--- src/rtl/de0_comm_pkg.sv ---
// Shared types and constants for the DE0 serial-link self-test.
// The state enum is common to the transmit and receive machines.
`timescale 1ns/1ps
package de0_comm_pkg;

   typedef enum logic [1:0] {
      IDLE,
      START,
      DATA,
      STOP
   } fsm_state_t;

   localparam int DATA_BITS      = 8;
   localparam int BIT_IDX_W      = $clog2(DATA_BITS);
   localparam int DEF_CLK_DIV    = 434;
   localparam int DEF_GAP_CYCLES = 1000;

   function automatic int cnt_width(input int n);
      return (n <= 2) ? 1 : $clog2(n);
   endfunction

endpackage

--- src/rtl/uart_serdes.sv ---
// 8N1 UART transmitter and receiver with a 2-flop input synchronizer.
// Both directions share the same bit period of CLK_DIV clocks.
`timescale 1ns/1ps
module uart_serdes
   import de0_comm_pkg::*;
#(
   parameter int CLK_DIV = DEF_CLK_DIV
)
(
   input  logic       clk,
   input  logic       rst,
   input  logic [7:0] tx_data,
   input  logic       send,
   output logic       busy,
   output logic       tx,
   input  logic       rx,
   output logic [7:0] rx_data,
   output logic       rx_valid
);

   localparam int CW = cnt_width(CLK_DIV);
   localparam logic [CW-1:0] CNT_ONE  = CW'(1);
   localparam logic [CW-1:0] BIT_END  = CW'(CLK_DIV - 1);
   localparam logic [CW-1:0] HALF_END = CW'(CLK_DIV / 2 - 1);
   localparam logic [BIT_IDX_W-1:0] IDX_ONE  = BIT_IDX_W'(1);
   localparam logic [BIT_IDX_W-1:0] IDX_LAST = BIT_IDX_W'(DATA_BITS - 1);

   fsm_state_t tx_state, tx_next;
   logic [CW-1:0] tx_cnt;
   logic [BIT_IDX_W-1:0] tx_idx;
   logic [7:0] tx_shift;
   logic tx_bit_end;

   assign tx_bit_end = (tx_cnt == BIT_END);

   always_ff @(posedge clk or posedge rst) begin
      if (rst) begin
         tx_state <= IDLE;
         tx_cnt   <= '0;
         tx_idx   <= '0;
         tx_shift <= '0;
      end else begin
         tx_state <= tx_next;
         if (tx_state == IDLE) begin
            tx_cnt <= '0;
            tx_idx <= '0;
            if (send)
               tx_shift <= tx_data;
         end else if (tx_bit_end) begin
            tx_cnt <= '0;
            if (tx_state == DATA) begin
               tx_shift <= {1'b0, tx_shift[7:1]};
               tx_idx   <= tx_idx + IDX_ONE;
            end
         end else begin
            tx_cnt <= tx_cnt + CNT_ONE;
         end
      end
   end

   always_comb begin
      tx_next = tx_state;
      unique case (tx_state)
         IDLE:    if (send) tx_next = START;
         START:   if (tx_bit_end) tx_next = DATA;
         DATA:    if (tx_bit_end && tx_idx == IDX_LAST) tx_next = STOP;
         STOP:    if (tx_bit_end) tx_next = IDLE;
         default: tx_next = IDLE;
      endcase
   end

   always_comb begin
      busy = (tx_state != IDLE);
      tx   = 1'b1;
      case (tx_state)
         START:   tx = 1'b0;
         DATA:    tx = tx_shift[0];
         default: tx = 1'b1;
      endcase
   end

   // Receiver: IDLE only ever sees a high line on entry, so a low level there is the falling edge.
   logic rx_s1, rx_s2;
   fsm_state_t rx_state, rx_next;
   logic [CW-1:0] rx_cnt;
   logic [BIT_IDX_W-1:0] rx_idx;
   logic [7:0] rx_shift;
   logic rx_err;
   logic rx_half_end, rx_bit_end;

   assign rx_half_end = (rx_cnt == HALF_END);
   assign rx_bit_end  = (rx_cnt == BIT_END);
   assign rx_data     = rx_shift;

   always_ff @(posedge clk or posedge rst) begin
      if (rst) begin
         rx_s1    <= 1'b1;
         rx_s2    <= 1'b1;
         rx_state <= IDLE;
         rx_cnt   <= '0;
         rx_idx   <= '0;
         rx_shift <= '0;
         rx_err   <= 1'b0;
      end else begin
         rx_s1    <= rx;
         rx_s2    <= rx_s1;
         rx_state <= rx_next;
         case (rx_state)
            IDLE: begin
               rx_cnt <= '0;
               rx_idx <= '0;
               rx_err <= 1'b0;
            end
            START: rx_cnt <= rx_half_end ? '0 : rx_cnt + CNT_ONE;
            DATA: begin
               if (rx_bit_end) begin
                  rx_cnt   <= '0;
                  rx_shift <= {rx_s2, rx_shift[7:1]};
                  rx_idx   <= rx_idx + IDX_ONE;
               end else begin
                  rx_cnt <= rx_cnt + CNT_ONE;
               end
            end
            STOP: begin
               if (!rx_err) begin
                  if (rx_bit_end)
                     rx_err <= ~rx_s2;
                  else
                     rx_cnt <= rx_cnt + CNT_ONE;
               end
            end
            default: rx_cnt <= '0;
         endcase
      end
   end

   always_comb begin
      rx_next = rx_state;
      unique case (rx_state)
         IDLE:  if (!rx_s2) rx_next = START;
         START: if (rx_half_end) rx_next = rx_s2 ? IDLE : DATA;
         DATA:  if (rx_bit_end && rx_idx == IDX_LAST) rx_next = STOP;
         STOP: begin
            if (rx_err) begin
               if (rx_s2) rx_next = IDLE;
            end else if (rx_bit_end && rx_s2) begin
               rx_next = IDLE;
            end
         end
         default: rx_next = IDLE;
      endcase
   end

   always_comb begin
      rx_valid = (rx_state == STOP) && !rx_err && rx_bit_end && rx_s2;
   end

endmodule

--- src/rtl/de0_comm.sv ---
// DE0 serial-link self-test: an incrementing byte is sent over a looped-back
// UART and every correctly framed byte received is latched onto the LEDs.
`timescale 1ns/1ps
module de0_comm
   import de0_comm_pkg::*;
#(
   parameter int CLK_DIV    = DEF_CLK_DIV,
   parameter int GAP_CYCLES = DEF_GAP_CYCLES
)
(
   input  logic       CLOCK_50,
   input  logic       areset,
   output logic [7:0] LED
);

   localparam int GW = cnt_width(GAP_CYCLES);
   localparam logic [GW-1:0] GAP_ONE = GW'(1);
   localparam logic [GW-1:0] GAP_END = GW'(GAP_CYCLES - 1);

   logic [7:0] pattern, next_pattern, rx_data;
   logic [GW-1:0] gap_cnt;
   logic send, busy, rx_valid;
   logic tx_line, loop_line;

   assign next_pattern = pattern + 8'd1;
   assign send         = !busy && (gap_cnt == GAP_END);
   assign loop_line    = tx_line;

   // The gap count is held at zero while a frame is on the line, so it restarts when STOP ends.
   always_ff @(posedge CLOCK_50 or posedge areset) begin
      if (areset) begin
         pattern <= 8'h00;
         gap_cnt <= '0;
         LED     <= 8'h00;
      end else begin
         if (busy) begin
            gap_cnt <= '0;
         end else if (send) begin
            gap_cnt <= '0;
            pattern <= next_pattern;
         end else begin
            gap_cnt <= gap_cnt + GAP_ONE;
         end
         if (rx_valid)
            LED <= rx_data;
      end
   end

   uart_serdes #(
      .CLK_DIV (CLK_DIV)
   ) u_serdes (
      .clk      (CLOCK_50),
      .rst      (areset),
      .tx_data  (next_pattern),
      .send     (send),
      .busy     (busy),
      .tx       (tx_line),
      .rx       (loop_line),
      .rx_data  (rx_data),
      .rx_valid (rx_valid)
   );

endmodule

--- config.mk ---
export PLATFORM = sky130hd
export DESIGN_NAME = de0_comm
export DESIGN_NICKNAME = d
export VERILOG_FILES = /design/src/rtl/de0_comm_pkg.sv /design/src/rtl/uart_serdes.sv /design/src/rtl/de0_comm.sv
export SDC_FILE = /design/constraint.sdc
export NUM_CORES = 1
export LEC_CHECK = 0
export CAP_MARGIN = 0
export CORE_MARGIN = 5
export CORE_UTILIZATION = 63
export CTS_CLUSTER_SIZE = 30
export DETAILED_ROUTE_END_ITERATION = 8
export DONT_BUFFER_PORTS = 1
export HOLD_SLACK_MARGIN = 0.15
export PLACE_DENSITY = 0.79
export SLEW_MARGIN = 15
export SYNTH_ARGS = -nofsm -noshare
export SYNTH_HDL_FRONTEND = slang
export SYNTH_SLANG_ARGS = --single-unit
export TNS_END_PERCENT = 20
--- constraint.sdc ---
create_clock -name CLOCK_50 -period 3.3 [get_ports CLOCK_50]
set_clock_uncertainty 0.1 [all_clocks]
set_input_delay 0.66 -clock CLOCK_50 [delete_from_list [all_inputs] [get_ports CLOCK_50]]
set_output_delay 0.66 -clock CLOCK_50 [all_outputs]
set_load 0.1 [all_outputs]
Word level (Yosys, flattened, before mapping)
Cells that the tools add are included.
{"block": "classes", "addsub": 6, "n_eq_ne": 24, "n_mux": 35, "n_bitwise": 2, "n_reduce_logical": 24}
{"op": "9-bit 2-to-1 mux", "count": 6}
{"op": "9-bit case mux with 4 select lines", "count": 1}
{"op": "8-bit 2-to-1 mux", "count": 4}
{"op": "2-bit 2-to-1 mux", "count": 11}
{"op": "10-bit 2-to-1 mux", "count": 2}
{"op": "9-bit by 1-bit adder with 9-bit output, second input constant", "count": 2}
{"op": "9-bit == test, second input constant", "count": 2}
{"op": "2-bit case mux with 4 select lines", "count": 2}
{"op": "3-bit 2-to-1 mux", "count": 4}
{"op": "10-bit by 1-bit adder with 10-bit output, second input constant", "count": 1}
{"op": "10-bit == test, second input constant", "count": 1}
{"op": "2-bit by 1-bit != test with 1-bit output, second input constant", "count": 5}
{"op": "2-bit != test, second input constant", "count": 5}
{"op": "2-bit AND reduction", "count": 5}
{"op": "2-bit nonzero test", "count": 5}
{"op": "9-bit by 8-bit == test with 1-bit output, second input constant", "count": 1}
{"op": "8-bit by 1-bit adder with 8-bit output, second input constant", "count": 1}
{"op": "2-bit == test, second input constant", "count": 4}
{"op": "1-bit logical AND", "count": 7}
{"op": "3-bit by 1-bit adder with 3-bit output, second input constant", "count": 2}
{"op": "3-bit == test, second input constant", "count": 2}
{"op": "3-bit case mux with 2 select lines", "count": 1}
{"op": "5-bit AND reduction", "count": 1}
{"op": "2-bit by 1-bit == test with 1-bit output, second input constant", "count": 2}
{"op": "9 further kinds", "count": 14}
{"block": "totals", "register_bits": 73}

Longest topological paths before layout
Gate-level depths: netlist of run 1.
{"block": "logic_depth", "word_depth": 5, "depth_mapped": 8}

Modules after synthesis
A second synthesis of run 1 with hierarchy kept.
{"block": "unflattened", "hier_cells": 344, "hier_area_um2": 3817.4}
{"mod": "uart_serdes", "instances": 1, "cells_each": 239, "area_each_um2": 2547.4, "seq_area_each_um2": 1178.6}
{"mod": "de0_comm", "instances": 1, "cells_each": 105, "area_each_um2": 1270.0, "seq_area_each_um2": 650.6}

Worst setup path after synthesis of run 1
No wires, ideal clock.
{"block": "synth_path", "path_type": "flip-flop to flip-flop", "from": "register u_serdes.tx_cnt[3]", "to": "register u_serdes.tx_state[1]", "setup_ns": 0.128, "arrival_ns": 1.888, "required_time_ns": 3.072, "setup_slack_ns": 1.184, "path_stages_with_launch": 6, "n_path_buf": 0, "path_cell_list": "dfrtp_1 > or4b_4 > nor3_4 > nand2_1 > a221oi_2 > mux2_1"}
{"block": "synth_via", "elab_chain_cells": 4}
{"item": "start: declaration", "line_no": "uart_serdes.sv:29", "rtl": "logic [CW-1:0] tx_cnt;"}
{"item": "start signal: assignment", "line_no": "uart_serdes.sv:56", "rtl": "tx_cnt <= tx_cnt + CNT_ONE;"}
{"item": "9-bit == test (*)", "line_no": "uart_serdes.sv:34", "rtl": "assign tx_bit_end = (tx_cnt == BIT_END);"}
{"item": "1-bit logical AND", "line_no": "uart_serdes.sv:66", "rtl": "DATA: if (tx_bit_end && tx_idx == IDX_LAST) tx_next = STOP;"}
{"item": "2-bit != test (no source line)"}
{"item": "4-bit AND reduction (no source line) (*)"}
{"item": "end signal: assignment", "line_no": "uart_serdes.sv:43", "rtl": "tx_state <= tx_next;"}
{"item": "end: declaration", "line_no": "uart_serdes.sv:28", "rtl": "fsm_state_t tx_state, tx_next;"}
Mark *: on every way between the ends. The rest lies on a longest branch, timed or not.
A chain may end at the register's enable or synchronous reset.

Final worst setup path of run 1
{"block": "layout_path", "from": "register u_serdes.rx_cnt[0]", "to": "register u_serdes.rx_cnt[0]"}
{"block": "layout_via", "elab_chain_cells": 4}
{"item": "start: declaration", "line_no": "uart_serdes.sv:85", "rtl": "logic [CW-1:0] rx_cnt;"}
{"item": "start signal: assignment", "line_no": "uart_serdes.sv:114", "rtl": "START: rx_cnt <= rx_half_end ? '0 : rx_cnt + CNT_ONE;"}
{"item": "start signal: assignment", "line_no": "uart_serdes.sv:121", "rtl": "rx_cnt <= rx_cnt + CNT_ONE;"}
{"item": "start signal: assignment", "line_no": "uart_serdes.sv:129", "rtl": "rx_cnt <= rx_cnt + CNT_ONE;"}
{"item": "9-bit by 1-bit adder with 9-bit output", "line_no": "uart_serdes.sv:114, uart_serdes.sv:121, uart_serdes.sv:129"}
{"item": "9-bit 2-to-1 mux", "line_no": "uart_serdes.sv:126", "rtl": "if (rx_bit_end)"}
{"item": "9-bit 2-to-1 mux", "line_no": "uart_serdes.sv:125", "rtl": "if (!rx_err) begin"}
{"item": "9-bit case mux with 4 select lines", "line_no": "uart_serdes.sv:108", "rtl": "case (rx_state)"}
Several ways; a longest one is shown, not always the timed one. The select of a mux whose other input is x is not followed.

==> results.txt, run 1 <==
The peak clock frequency supported by timing came out at 0.444 GHz. The clock tree synthesis step divided the H-tree into 3 levels. The root buffer cell chosen for the clock tree is sky130_fd_sc_hd__clkbuf_8. The storage element area came out at 1830 sq um. The CTS tree is done. The primary flip-flop cell chosen by synthesis mapping is sky130_fd_sc_hd__dfrtp_1. The total setup buffers inserted after CTS is 0. The pin count of the biggest net entering global routing is 48.

The max-cap check violation count came out at 0. The total power per unit cell area is 430 nW/um^2. Buffers placed on the I/O ports in this run total 0. The total CTS buffers is 9. The worst path arrival time is 2.38 ns. The via count of the first global-routing pass is 2,323. The worst vdd rail ir drop is 0.278 mV.

The clock latency reported for the late side of the worst-skew pair came out at 0.34 ns. The cell area after synthesis is 3550 sq um. Counting flops with a built-in enable in the synthesized netlist gives 0. In the post-synthesis netlist, the biggest area contributors are sky130_fd_sc_hd__dfrtp_1 50%, sky130_fd_sc_hd__mux2_2 7.6%, sky130_fd_sc_hd__ha_1 6.7%, sky130_fd_sc_hd__nor2_1 4.4%, sky130_fd_sc_hd__xnor2_1 3.9%. The count of different cell masters after synthesis came out at 44. The die extent in x is 85.1 um. The destination of the worst register-to-register timing path is u_serdes.rx_cnt[0]. The longest clock path from root to sink contains 2 buffers.

The worst slew margin relative to its limit is 39.1%. The row count is 27. The leakage power came out at 1.82 nW. The number of hold violations in the final report came out at 0. The number of sinks on the clock net came out at 73. The number of antenna violations at the first check in global routing came out at 0. The global-route usage over all layers is 18.1%. The number of hold buffers added after cts is 0. The synthesized-area fraction occupied by and/or/nand/nor cells is 16.0%. The total grt overflow is 0.

The largest family of logic cells by synthesized area is simple AND/OR/NAND/NOR gates. The total setup violations reported at the end of the flow is 0. The slew of the pin with the lowest slew margin is 0.913 ns.

The number of inserted filler cells in the final layout is 402. The first-pass GRT wire length came out at 10.5 mm. The post-synthesis share of cell area spent on full adders, half adders and majority gates came out at 6.69%. Cells with a size suffix above 1 make up 16.0% of the layout. The overall die area came out at 7240 sq um. Once the floorplan was initialized, standard cells occupied 64.6% of the core. Summing the areas of all compound-gate instances in the mapped netlist gives 7.04% of the synthesized area.

In this run the critical register-to-register path is launched from u_serdes.rx_cnt[0]. The final total negative setup slack came out at 0 ns. The internal reg-to-reg setup slack is 1.05 ns.

At the end of routability-driven placement, the weighted congestion stood at 0.852. The share of Yosys cell area claimed by the top area cell type is 50.0%. The depth of the worst register-to-register path came out at 7. Setup repair after global routing left no endpoint under its margin. The time the worst path needs with I/O delays and setup came out at 2.25 ns. The die span in y came out at 85.1 um.

The worst setup path is captured at a register. For this block, the via count after detailed routing is 2,262. The pre-antenna-repair detailed-routing pass consisted of 4 iterations.

The final net count came out at 353. In this run the count of I/O pins placed on the die edge is 10. The dominant cell type by area after synthesis is sky130_fd_sc_hd__dfrtp_1.

The average footprint of a synthesized cell is 11.0 sq um. The sequential share of the synthesized area came out at 51.5%. The multiplexer fraction of the synthesized cell area came out at 9.33%. The net count of the mapped netlist came out at 344. The count of nets left with antenna violations once routing finished came out at 0. The xor-xnor portion of the synthesized cell area came out at 7.64%. Detailed placement finished with a half-perimeter wire length of 4.07 mm.

For this run, design rule violations remaining after detail routing come to 0. The number of slew-limit violations in the final report came out at 0. For this block, the routed nets add up to 5.81 mm of wire. The critical path required time is 3.43 ns. The run finished with clean final reports.

The routed wire length per instance is 14.2 um. The area added between synthesis and finish is 9.08%. In the routed layout, each cell is associated on average with a via count of 5.53. Counting flops and latches in the post-synthesis netlist gives 73. The design draws 1.67 mW. The tightest min-delay check is of the in2async type.

The total area of multi-input combinational cells came out at 1660 sq um. The number of cells upsized or downsized after cts is 0. The async set-or-reset flop fraction in the synthesized netlist is 100%. The worst setup path is launched from a register. The classification of the worst setup path is reg2reg. In this run the worst path has a maximum fanout of 6. The detailed router finished its first iteration with 171 violations. In this run the standard cell core region covers 5510 sq um. Of the available clock period, the critical path in the final layout requires 68.3%. For this run, the number of Yosys warnings is 0. The clock transition at the registers of the reported paths is 0.08 ns. The cell count after synthesis came out at 323.

The number of antenna diodes is 0.
==> cells in the final DEF, fill, tap and decap left out, types with 2 or more instances in the layout <==
master / instances
sky130_fd_sc_hd__dfrtp_1: 71
sky130_fd_sc_hd__nor2_1: 42
sky130_fd_sc_hd__nand2_1: 30
sky130_fd_sc_hd__mux2_2: 24
sky130_fd_sc_hd__ha_1: 19
sky130_fd_sc_hd__xnor2_1: 16
sky130_fd_sc_hd__nand3_1: 15
sky130_fd_sc_hd__xor2_1: 15
sky130_fd_sc_hd__o21ai_0: 11
sky130_fd_sc_hd__inv_1: 11
sky130_fd_sc_hd__a21oi_1: 10
sky130_fd_sc_hd__clkbuf_8: 9
sky130_fd_sc_hd__a22o_1: 5
sky130_fd_sc_hd__mux2i_1: 5
sky130_fd_sc_hd__and3_1: 5
sky130_fd_sc_hd__nand2b_1: 5
sky130_fd_sc_hd__nand4_1: 4
sky130_fd_sc_hd__or2_2: 3
sky130_fd_sc_hd__clkinv_2: 2
sky130_fd_sc_hd__clkinvlp_4: 2
sky130_fd_sc_hd__bufinv_16: 2
sky130_fd_sc_hd__buf_4: 2
sky130_fd_sc_hd__dfstp_2: 2
==> area by class of cell <==
cell class	instances	share of cell area, %
clock buffers	9	3.19
multi-input cells	233	42.8
clock inverters	7	2.42
repair buffers	3	0.904
well taps	72	2.32
inverters	12	1.16
flip-flops and latches	73	47.2
==> worst max-delay path, stage by stage (launching register included) <==
cell	delay, ns
sky130_fd_sc_hd__dfrtp_1	0.44
sky130_fd_sc_hd__inv_1	0.08
sky130_fd_sc_hd__ha_1	0.14
sky130_fd_sc_hd__or4b_1	0.43
sky130_fd_sc_hd__o21ai_0	0.30
sky130_fd_sc_hd__a31oi_1	0.27
sky130_fd_sc_hd__nor3b_1	0.21
sky130_fd_sc_hd__a21o_1	0.18
==> cells in the mapped netlist (all sizes together), types with 2 or more instances <==
master and instances:
o21ai 11, nand3 15, dfstp 2, a21oi 10, xnor2 16, mux2 25
or4b 2, a22o 5, clkbuf 4, nor2 42, ha 19, and3 5
nand4 4, nand2 30, or2 3, a31oi 2, mux2i 5, inv 12
nor3 2, xor2 15, dfrtp 71, nand2b 5
==> stage by stage <==
step | hold slack [ns] | area [sq um] | cells | utilization, % | setup slack, ns
after floorplan | 0.245 | 3550 | 323 | - | 0.690
after global placement | 0.247 | 3660 | 393 | 66.5 | 1.11
after detailed placement | 0.248 | 3660 | 393 | 66.5 | 1.05
after CTS | 0.163 | 3880 | 409 | 70.4 | 1.05
after global routing | 0.184 | 3880 | 409 | 70.4 | 0.871
final | 0.162 | 3880 | 409 | 70.4 | 1.05
==> metal layers <==
layer  vias to the layer above  part of all wire (%)  track usage, %
li1                       1127                     -               -
met1                      1115                    46            23.5
met2                        18                    51            29.8
met3                         2                   2.8            4.66
met4                         0                  0.33            5.61
met5                         -                     0               0
==> where the power goes <==
| part | switching [mW] | total [mW] | leakage (nW) | internal, mW |
|---|---|---|---|---|
| sequential | 0 | 0.894 | 0.984 | 0.894 |
| clock | 0.329 | 0.755 | 0.106 | 0.425 |
| combinational | 0.0170 | 0.0195 | 0.728 | 0.00255 |
| total | 0.346 | 1.67 | 1.82 | 1.32 |
==> state kept, by name, indices dropped and copies added, names as in the netlist, named ones only <==
signal,count
u_serdes.rx_data,8
LED,8
u_serdes.tx_cnt,9
u_serdes.tx_state,2
u_serdes.rx_cnt,9
u_serdes.rx_s1,1
u_serdes.rx_err,1
u_serdes.rx_s2,1
u_serdes.tx_idx,3
gap_cnt,10
u_serdes.rx_state,1
pattern,8
u_serdes.rx_idx,3
u_serdes.tx_shift,8
==> cells by family after synthesis <==
| logic type | Yosys count |
|---|---|
| fa+ha+maj | 19 |
| xor+xnor | 31 |
| simple gates | 116 |
| buf+inv | 17 |
| flops | 73 |
| compound gates | 37 |
| mux | 30 |
==> worst max path at each step <==
stage	startpoint	to	slack, ns	cells past startpoint
2_1_floorplan	areset	LED[0]	0.69	1
3_3_place_gp	gap_cnt[4]	u_serdes.tx_shift[4]	1.11	5
3_5_place_dp	u_serdes.tx_cnt[3]	u_serdes.tx_state[1]	1.05	5
4_1_cts	u_serdes.tx_cnt[3]	u_serdes.tx_state[1]	1.05	5
5_1_grt	gap_cnt[3]	u_serdes.tx_shift[4]	0.87	5
6_report	u_serdes.rx_cnt[0]	u_serdes.rx_cnt[0]	1.05	7
Note: power is estimated with default switching activity, not from simulation.
==> run 2, diff against run 1 <==
Clock period 3.3 ns to 2.25 ns, I/O delays scaled along.
==> results.txt, run 2 (synthesis results as in run 1) <==
The flow ran to the end, and the final reports show no timing, DRC or antenna violations. The global-route track usage on met3 is 3.40% (-1.3 points). The weighted congestion at the end of routability-driven global placement came out at 0.843 (-1.1%). The first-pass GRT wire length was 10.9 mm (+3.9%).

The overall die area is 7240 sq um (unchanged). The met2 global-route usage is 32.1% (+2.3 points). Setup repair after global routing could not meet its margin everywhere.

The total half-perimeter wirelength after legalization and detailed placement came to 4.24 mm (+4.2%). The ratio of final minimum period to clock period is 95.7% (+27 points). The count of buffers inserted at the top-level ports came out at 0 (unchanged). The flip-flop count of the largest register, all copies and words added came to 10 (unchanged). The number of antenna violations at the first check in global routing is 0 (unchanged). The worst path arrival time came out at 2.31 ns (-0.07 ns). The max-cap check violation count was 0 (unchanged). The critical path's slowest cell is sky130_fd_sc_hd__or4b_1. The total chip power came to 2.45 mW (+47%). The row count came out at 27 (unchanged). The die extent in x is 85.1 um (unchanged). The final net count was 362 (+2.5%). The time the worst path needs with I/O delays and setup was 2.15 ns (-0.0993 ns). The share of final-layout standard cells stronger than drive strength 1 came out at 18.8% (+2.8 points). The number of DRC markers after the initial detailed-route iteration came to 133 (-22%). The pin count of the biggest net entering global routing came out at 44 (-8.3%). The die span in y came to 85.1 um (unchanged).

The largest registers in the layout are gap_cnt: 10 flops, u_serdes.rx_cnt: 9 flops, u_serdes.tx_cnt: 9 flops. The leading cell type in the layout, fill and taps excluded is sky130_fd_sc_hd__dfrtp_1. The global-route usage over all layers came out at 18.8% (+0.75 points). The slew of the pin with the lowest slew margin is 0.912 ns (-0.000711 ns).

The signal on the critical path passes through inv_1 > ha_1 > or4b_1 > o21ai_1 > nand3_1 > a211oi_2 > mux2i_1. The register containing the most flip-flops in the final layout is gap_cnt. The final wirelength came out at 6.04 mm (+4.0%). After global routing, the most crowded layer is met2. The critical path required time is 2.41 ns (-1.02 ns). The routing usage on met1 came to 23.2% (-0.28 points). The routed wire length per instance is 14.4 um (+1.8%). The number of detailed-route iterations in the first pass came out at 4 (unchanged). The largest fanout on the critical path came out at 4 (-2).

Leaving out fill and tap cells, the most frequent cells in the layout are 71 x sky130_fd_sc_hd__dfrtp_1, 41 x sky130_fd_sc_hd__nor2_1, 30 x sky130_fd_sc_hd__nand2_1, 24 x sky130_fd_sc_hd__mux2_2, 19 x sky130_fd_sc_hd__ha_1. The total non-filler cell area in the finished layout came out at 3970 sq um (+2.3%). The total instance count after detailed placement came out at 401 (+2.0%).

The total number of vias came out at 2,377 (+5.1%). In this run the critical register-to-register path is launched from u_serdes.rx_cnt[1]. The worst setup path is launched from a register. The worst slew margin relative to its limit is 39.2% (+0.047 points). The tree is rooted in a sky130_fd_sc_hd__clkbuf_8. The total CTS buffers is 9 (unchanged). The worst vdd rail ir drop is 0.705 mV (+150%). The worst slack at placement is 0.0868 ns (-0.967 ns). The depth of the worst register-to-register path was 7 (unchanged). The path with the worst hold slack has its endpoint at u_serdes.rx_s2.

The H-tree depth is 3 (unchanged). The startpoint of the most critical hold path is u_serdes.rx_s1. The starting utilization of the core area was 64.6% (unchanged). The number of hold violations in the final report came out at 0 (unchanged). The number of inserted filler cells in the final layout is 382 (-5.0%). The cell area after placement came to 3720 sq um (+1.7%).

The area added between synthesis and finish came out at 11.6%. The leakage power was 1.85 nW (+1.9%). The CTS tree is done.

The number of slew-limit violations in the final report came out at 0 (unchanged). The total I/O pin count was 10 (unchanged). The total setup violations reported at the end of the flow came out at 0 (unchanged). The total power per unit cell area came to 619 nW/um^2 (+44%). The clock transition at the registers of the reported paths was 0.08 ns (about the same). The sort of element at the end of the critical path is a register. The total grt overflow came to 0 (unchanged). The count of cells along the worst hold path came out at 0. The number of sinks on the clock net is 73 (unchanged). The peak clock frequency supported by timing came out at 0.464 GHz (+4.6%).

The least setup slack across all paths after layout came to 0.0964 ns (-0.951 ns). The clock latency reported for the late side of the worst-skew pair came to 0.34 ns (about the same). The number of antenna diodes is 0 (unchanged).

The number of vias per cell came out at 5.69 (+2.8%). The classification of the worst setup path is reg2reg. The core footprint came out at 5510 sq um (unchanged).

In this run the worst hold path is classified as reg2reg. The DRC violation count after routing is 0 (unchanged). The number of nets with antenna violations after detailed routing is 0 (unchanged).

The via count of the first global-routing pass is 2,380 (+2.5%). The storage element area is 1830 sq um (unchanged). The internal reg-to-reg setup slack is 0.1 ns (-0.95 ns). The highest cell delay on the worst timing path is 0.43 ns (about the same). The post-route non-filler standard cell count was 418 (+2.2%). The maximum number of buffers from clock root to sink is 2 (unchanged). The total area of multi-input combinational cells came out at 1670 sq um (+0.83%).
-- run 2: cell types whose count changed in the layout (fill, tap and decap cells not counted), sizes merged --
| cell | before | now |
|---|---|---|
| buf | 3 | 11 |
| clkinv | 2 | 1 |
| clkinvlp | 2 | 5 |
| dlygate4sd3 | 0 | 1 |
| inv | 13 | 11 |
-- run 2: final cells by class --
cell class,count,share of cell area [%]
flip-flops and latches,73,46.1
multi-input cells,233,42.2
clock buffers,9,3.12
repair buffers,12,2.65
clock inverters,7,2.40
well taps,72,2.27
inverters,12,1.23
-- run 2: worst max-delay path by stage --
stage,slack (ns),cells after the start,end,startpoint
2_1_floorplan,0.13,5,u_serdes.tx_state[1],u_serdes.tx_cnt[3]
3_3_place_gp,0.13,7,u_serdes.rx_cnt[0],u_serdes.rx_cnt[1]
3_5_place_dp,0.09,7,u_serdes.rx_cnt[0],u_serdes.rx_cnt[1]
4_1_cts,0.07,7,register,u_serdes.rx_cnt[1]
5_1_grt,-0.1,7,register,u_serdes.rx_cnt[1]
6_report,0.1,7,register,u_serdes.rx_cnt[1]
-- run 2: power by group --
| group | total (mW) | internal, mW | leakage [nW] | switching (mW) |
|---|---|---|---|---|
| clock | 1.11 | 0.622 | 0.0975 | 0.490 |
| sequential | 1.31 | 1.31 | 0.984 | 0 |
| combinational | 0.0319 | 0.00620 | 0.772 | 0.0257 |
-- run 2: per-layer routing --
metal  part of all wire, %  vias up
li1                      -     1145
met1                    45     1202
met2                    51       22
met3                   1.9        8
met4                   1.5        0
met5                     0        -
-- run 2: timing repair --
| item | in CTS | in global routing |
|---|---|---|
| hold endpoints to repair | 24 | 0 |
| hold buffers | 1 | 0 |
| setup buffers | 0 | 0 |
| resized for setup | 0 | 4 |
| setup endpoints to repair | 0 | 17 |
-- run 2: worst max-delay path, delay by kind of cell, from the launching register on --
| kind | cells | cell delay [ns] |
|---|---|---|
| and+or+nand+nor | 2 | 0.60 |
| AOI/OAI and AO/OA | 2 | 0.52 |
| DFF | 1 | 0.41 |
| muxes | 1 | 0.21 |
| adders and majority gates | 1 | 0.14 |
| buffers and inverters | 1 | 0.09 |
-- run 2: per-stage QoR --
stage	hold slack [ns]	util [%]	setup TNS, ns
after detailed placement	0.247	67.6	0
final	0.265	72.0	0
after global placement	0.247	67.6	0
after global routing	0.271	72.0	-0.208
after CTS	0.267	71.8	0
after floorplan	0.245	-	0
